## src/rtl/sv_motor_ctrl_if.sv

```systemverilog
// Signal bundle between the debounced control front end, the position sequencer and the duty path.
interface sv_motor_ctrl_if;
    logic       inc;
    logic       dec;
    logic [1:0] speed;
    logic       mode;
    logic [7:0] deg;
    logic       frame_start;
    logic       at_min;
    logic       at_max;
    logic       sweeping;

    modport slave (
        input  inc, dec, speed, mode,
        output deg, frame_start, at_min, at_max, sweeping
    );

    modport master (
        output inc, dec, speed, mode,
        input  deg, frame_start, at_min, at_max, sweeping
    );
endinterface

```

## src/rtl/sv_motor_ctrl.sv

```systemverilog
// Frame-synchronous servo position sequencer: owns the PWM frame timebase and moves deg
// only on frame boundaries, either from manual step requests or an automatic ramp-hold sweep.
module sv_motor_ctrl #(
    parameter int PERIOD_NUM  = 999999,
    parameter int DEG_MIN     = 0,
    parameter int DEG_MAX     = 180,
    parameter int DEG_RST     = 90,
    parameter int HOLD_FRAMES = 25
) (
    input  logic            clk,
    input  logic            rst,
    sv_motor_ctrl_if.slave  bus
);

    localparam int              HOLD_W    = (HOLD_FRAMES > 1) ? $clog2(HOLD_FRAMES) : 1;
    localparam logic [HOLD_W-1:0] HOLD_LOAD = HOLD_W'(HOLD_FRAMES - 1);
    localparam logic [7:0]      MIN8      = 8'(DEG_MIN);
    localparam logic [7:0]      MAX8      = 8'(DEG_MAX);
    localparam logic [7:0]      RST8      = 8'(DEG_RST);
    localparam logic [19:0]     LAST_CNT  = 20'(PERIOD_NUM);

    typedef enum logic [2:0] {
        MANUAL,
        SW_UP,
        SW_HOLD_HI,
        SW_DOWN,
        SW_HOLD_LO
    } state_t;

    state_t            state, state_nxt;
    logic [19:0]       cnt;
    logic [7:0]        deg_q, deg_nxt;
    logic [HOLD_W-1:0] hold_cnt, hold_nxt;
    logic              pend_inc, pend_dec;
    logic              frame_start_q;
    logic              boundary;
    logic [8:0]        step;
    logic [7:0]        deg_up, deg_down;

    function automatic logic [8:0] step_of(input logic [1:0] s);
        logic [8:0] r;
        case (s)
            2'b00:   r = 9'd1;
            2'b01:   r = 9'd2;
            2'b10:   r = 9'd5;
            default: r = 9'd10;
        endcase
        return r;
    endfunction

    // 9-bit headroom so large steps clamp at the limits instead of wrapping
    function automatic logic [7:0] sat_up(input logic [7:0] d, input logic [8:0] s);
        logic [8:0] sum;
        sum = {1'b0, d} + s;
        if (sum > {1'b0, MAX8})
            return MAX8;
        return sum[7:0];
    endfunction

    function automatic logic [7:0] sat_down(input logic [7:0] d, input logic [8:0] s);
        if ({1'b0, d} < ({1'b0, MIN8} + s))
            return MIN8;
        return d - s[7:0];
    endfunction

    assign boundary = (cnt == LAST_CNT);
    assign step     = step_of(bus.speed);
    assign deg_up   = sat_up(deg_q, step);
    assign deg_down = sat_down(deg_q, step);

    always_comb begin
        state_nxt = state;
        deg_nxt   = deg_q;
        hold_nxt  = hold_cnt;
        case (state)
            MANUAL: begin
                if (bus.mode)
                    state_nxt = (deg_q == MAX8) ? SW_DOWN : SW_UP;
                else if (pend_inc && !pend_dec)
                    deg_nxt = deg_up;
                else if (pend_dec && !pend_inc)
                    deg_nxt = deg_down;
            end
            SW_UP: begin
                if (!bus.mode) begin
                    state_nxt = MANUAL;
                end else begin
                    deg_nxt = deg_up;
                    if (deg_up == MAX8) begin
                        state_nxt = SW_HOLD_HI;
                        hold_nxt  = HOLD_LOAD;
                    end
                end
            end
            SW_DOWN: begin
                if (!bus.mode) begin
                    state_nxt = MANUAL;
                end else begin
                    deg_nxt = deg_down;
                    if (deg_down == MIN8) begin
                        state_nxt = SW_HOLD_LO;
                        hold_nxt  = HOLD_LOAD;
                    end
                end
            end
            // Expiry steps on the same boundary so the dwell lasts exactly HOLD_FRAMES frames
            SW_HOLD_HI: begin
                if (!bus.mode) begin
                    state_nxt = MANUAL;
                end else if (hold_cnt == '0) begin
                    deg_nxt   = deg_down;
                    state_nxt = (deg_down == MIN8) ? SW_HOLD_LO : SW_DOWN;
                    hold_nxt  = HOLD_LOAD;
                end else begin
                    hold_nxt = hold_cnt - 1'b1;
                end
            end
            SW_HOLD_LO: begin
                if (!bus.mode) begin
                    state_nxt = MANUAL;
                end else if (hold_cnt == '0) begin
                    deg_nxt   = deg_up;
                    state_nxt = (deg_up == MAX8) ? SW_HOLD_HI : SW_UP;
                    hold_nxt  = HOLD_LOAD;
                end else begin
                    hold_nxt = hold_cnt - 1'b1;
                end
            end
            default: state_nxt = MANUAL;
        endcase
    end

    always_ff @(posedge clk or negedge rst) begin
        if (!rst) begin
            cnt           <= '0;
            deg_q         <= RST8;
            frame_start_q <= 1'b0;
            state         <= MANUAL;
            hold_cnt      <= '0;
            pend_inc      <= 1'b0;
            pend_dec      <= 1'b0;
        end else begin
            frame_start_q <= boundary;
            if (boundary) begin
                cnt      <= '0;
                state    <= state_nxt;
                deg_q    <= deg_nxt;
                hold_cnt <= hold_nxt;
                // A request landing on the boundary cycle itself carries into the next frame
                pend_inc <= bus.inc && (state == MANUAL);
                pend_dec <= bus.dec && (state == MANUAL);
            end else begin
                cnt <= cnt + 20'd1;
                if (state == MANUAL) begin
                    if (bus.inc)
                        pend_inc <= 1'b1;
                    if (bus.dec)
                        pend_dec <= 1'b1;
                end
            end
        end
    end

    assign bus.deg         = deg_q;
    assign bus.frame_start = frame_start_q;
    assign bus.at_min      = (deg_q == MIN8);
    assign bus.at_max      = (deg_q == MAX8);
    assign bus.sweeping    = (state != MANUAL);

endmodule

```

## src/flat_wrapper.sv

```systemverilog
// flat-port wrapper written by rule: the top's interface ports become plain ports
module sv_motor_ctrl_flat 
#(
    parameter int PERIOD_NUM  = 999999,
    parameter int DEG_MIN     = 0,
    parameter int DEG_MAX     = 180,
    parameter int DEG_RST     = 90,
    parameter int HOLD_FRAMES = 25
)
  (clk, rst, bus_inc, bus_dec, bus_speed, bus_mode, bus_deg, bus_frame_start, bus_at_min, bus_at_max, bus_sweeping);
  sv_motor_ctrl_if bus_i ();
  input  logic clk;
  input  logic rst;
  input wire logic [$bits(bus_i.inc)-1:0] bus_inc;
  input wire logic [$bits(bus_i.dec)-1:0] bus_dec;
  input wire logic [$bits(bus_i.speed)-1:0] bus_speed;
  input wire logic [$bits(bus_i.mode)-1:0] bus_mode;
  output wire logic [$bits(bus_i.deg)-1:0] bus_deg;
  output wire logic [$bits(bus_i.frame_start)-1:0] bus_frame_start;
  output wire logic [$bits(bus_i.at_min)-1:0] bus_at_min;
  output wire logic [$bits(bus_i.at_max)-1:0] bus_at_max;
  output wire logic [$bits(bus_i.sweeping)-1:0] bus_sweeping;
  assign bus_i.inc = bus_inc;
  assign bus_i.dec = bus_dec;
  assign bus_i.speed = bus_speed;
  assign bus_i.mode = bus_mode;
  assign bus_deg = bus_i.deg;
  assign bus_frame_start = bus_i.frame_start;
  assign bus_at_min = bus_i.at_min;
  assign bus_at_max = bus_i.at_max;
  assign bus_sweeping = bus_i.sweeping;
  sv_motor_ctrl #(.PERIOD_NUM(PERIOD_NUM), .DEG_MIN(DEG_MIN), .DEG_MAX(DEG_MAX), .DEG_RST(DEG_RST), .HOLD_FRAMES(HOLD_FRAMES)) u_core (.clk(clk), .rst(rst), .bus(bus_i));
endmodule
```

## config.mk

```make
export PLATFORM = sky130hd
export DESIGN_NAME = sv_motor_ctrl_flat
export DESIGN_NICKNAME = d
export VERILOG_FILES = /design/src/rtl/sv_motor_ctrl_if.sv /design/src/rtl/sv_motor_ctrl.sv /design/src/flat_wrapper.sv
export SDC_FILE = /design/constraint.sdc
export NUM_CORES = 1
export LEC_CHECK = 0
export CAP_MARGIN = 30
export CORE_ASPECT_RATIO = 0.75
export CORE_MARGIN = 2
export CORE_UTILIZATION = 40
export CTS_CLUSTER_DIAMETER = 60
export DETAILED_ROUTE_END_ITERATION = 7
export HOLD_SLACK_MARGIN = 0.08
export PLACE_DENSITY = 0.66
export RECOVER_POWER = 50
export SETUP_SLACK_MARGIN = 0.02
export SYNTH_ARGS = -nofsm -noshare
export SYNTH_HDL_FRONTEND = slang
export SYNTH_SLANG_ARGS = --single-unit
```

## constraint.sdc

```tcl
create_clock -name clk -period 3.65 [get_ports clk]
set_input_delay 0.9125 -clock clk [delete_from_list [all_inputs] [get_ports clk]]
set_output_delay 0.9125 -clock clk [all_outputs]
set_load 0.1 [all_outputs]
```

==> impl_metrics.ini <==
[run_status]
outcome = finished, violations left
violations = max-capacitance violations, max-slew violations

[setup_path]
reg2reg_depth = 14
cp_cell_sequence = clkdlybuf4s50_1 > nand2_1 > ha_2 > or2_2 > o22a_1 > buf_4 > or2_4 > a2111oi_4 > a31oi_1 > buf_4 > a211oi_2 > buf_4 > a21oi_1 > a41oi_1
cp_max_fo = 5
worst_setup_path_start_kind = input port
worst-path-buf-inv = 4
cp-end-kind = flop
cp.required_ns = 3.86
worstSetupPathType = input port to flop
reg2reg_to = u_core.hold_cnt[3]$_DFFE_PN0P_
cpPeakStageDelay_ns = 0.48
r2r_setup_slack_ns = 0.68
slowest_stage = clkdlybuf4s50_1
crit_family = compound AO/OA/AOI/OAI gates
cp_data_arrival_time_ns = 3.69
crit_top_cell = buf_4
rr_startpoint = u_core.bus.deg[0]$_DFFE_PN0P_

[grt]
grt_remaining_overflow = 0
grt_pass1_vias = 2261
grt_max_degree = 40
antenna_found_initial = 0
grt_use_total = 0.178
grt_pass1_wl_um = 11000

[cells_and_area]
utilization = 0.505
nets = 388
stdcell_count = 454
register_area_um2 = 981
antennaDiodeCount = 0
final_cell_area_mm2 = 0.00342
nFillCells = 622
synthToLayoutAreaGrowth_pct = 22.5
multi_input_area_mm2 = 0.00171
layout-drive-gt1-share = 0.265

[routing]
avgRoutedWirePerCell_um = 14.2
drc_errors = 0
drt-initial-drc-count = 215
drt_first_pass_iters = 5
num_vias = 2456
antenna_left = 0
totalWireLength_um = 6430
vias_per_cell = 5.41

[die]
core_mm2 = 0.00677
die_h_um = 76.3
start_util = 0.412
rows = 26
ios = 19
fp.dieW_um = 100
dieArea_mm2 = 0.00766

[clock_network]
holdBufCountCts = 0
htree_levels = 2
clock_latency_ns = 0.29
cts_tree = built
cts_root_buffer = clkbuf_8
clk_path_buf_depth = 2
numCtsBuffers = 5
path_clk_slew_ns = 0.08
clock-sinks = 39

[min_path]
worstHoldStart = u_core.cnt[0]$_DFF_PN0_
min_path_type = flop to flop
whs_path_depth = 1
hold_end = u_core.cnt[0]$_DFF_PN0_

[synth]
syn_area_per_cell_um2 = 8.79
synth_edf_count = 0
synth.top_cell.area_share = 0.314
yosys_warnings = 0
ys_seq_area_frac = 0.352
syn-num-nets = 336
synth_flop_cell = dfrtp_1
synthTopCellsByCount = nor2_1 (38), dfrtp_1 (35), nand2_1 (22)
synthArstFlopShare = 1.00
yosysUniqueCellTypes = 70
synthTopCellsByArea = dfrtp_1 (31%), nor2_1 (5.1%), ha_1 (4.5%)
synth_top_area_cell = dfrtp_1
yosysMostFrequentCell = nor2_1
syn_inst = 317
ys_ff_latch = 39
synth_area_mm2 = 0.00279

[timing]
setup_ws_ns = 0.172
fmax_mhz = 287
worst_slew_pin_slew_ns = 2.06
period_needed_ns = 3.48
skew_ns = 0.00787
rsz0062_at_grt = false
setup_viol = 0
relSlewSlack = -0.373
tns_ns = 0
drv_slew = 40
finalHoldViolations = 0
period_share = 0.953

[place]
portBuffers = 18
hpwl_um = 4810
pre_cts_ws_ns = -0.353
dpl_cell_area_mm2 = 0.00325
gp_congestion = 0.875
dp_cells = 444

[power]
leakage_nw = 1.57
p_per_area_mw_per_mm2 = 242
vdd_drop_max_mv = 0.156

[run]
cap_violations = 1
==> power by group <==
part           switching (W)  leakage [nW]  internal (W)
Sequential                 0         0.495      0.000432
Combinational      0.0000377          1.02     0.0000342
Clock               0.000153        0.0505      0.000172
Total               0.000190          1.57      0.000638
==> per-stage QoR <==
step	hold WS [ns]	power, W
after floorplan	0.438	0.000473
after global placement	0.459	0.000507
after detailed placement	0.465	0.000509
after CTS	0.476	0.000842
after global routing	0.510	0.000869
final	0.471	0.000828
==> cell usage in the layout (no fill, tap or decap), types with 8 or more instances in the layout <==
cell type and n:
nor3_1 8, nor2_1 38, nand3_1 18, a21oi_1 14
dfrtp_1 35, xnor2_1 11, inv_1 14, nand2_1 22
o21ai_0 17, xor2_1 12, buf_4 52
==> logic make-up (layout without fill, tap and decap cells) <==
logic type | Yosys count | after routing | share of synthesized area
AOI/OAI and AO/OA | 73 | 73 | 0.189
xor gates and xnor gates | 23 | 23 | 0.0723
adders and majority gates | 12 | 12 | 0.0592
buffers and inverters | 30 | 83 | 0.0548
DFF | 39 | 39 | 0.352
muxes | 9 | 9 | 0.0341
and+or+nand+nor | 131 | 131 | 0.239
==> worst max-delay path by stage <==
stage,from,to,cells after the start
2_1_floorplan,u_core.bus.deg[7]$_DFFE_PN0P_,bus_at_max,3
3_3_place_gp,bus_speed[0],u_core.hold_cnt[1]$_DFFE_PN0P_,12
3_5_place_dp,bus_speed[0],u_core.hold_cnt[1]$_DFFE_PN0P_,13
4_1_cts,bus_speed[1],u_core.hold_cnt[3]$_DFFE_PN0P_,14
5_1_grt,bus_speed[0],u_core.bus.deg[1]$_DFFE_PN1P_,14
6_report,bus_speed[1],u_core.hold_cnt[3]$_DFFE_PN0P_,14
==> cell type report <==
class,instances,share of cell area
well taps,84,0.0308
clock inverters,1,0.00220
repair buffers,59,0.133
flip-flops and latches,39,0.287
clock buffers,7,0.0282
inverters,16,0.0176
multi-input cells,248,0.501
==> routing by layer <==
metal  wire (um)  GRT usage
met2        2650      0.240
met1        3450      0.289
met3         291     0.0330
met5           0          0
met4          42     0.0425
==> repair_timing <==
item	CTS	global route
endpoints found under the setup margin	5	6
resized for setup	6	7
pin swaps	3	1
setup buffers	1	1
==> flip-flops by register name, summed over array words and instances, names as in the netlist <==
name / flops
u_core.pend_dec: 1
u_core.hold_cnt: 5
u_core.state: 3
u_core.cnt: 20
u_core.pend_inc: 1
u_core.bus.frame_start: 1
u_core.bus.deg: 8
No activity file was read; power rests on OpenSTA's default activity.
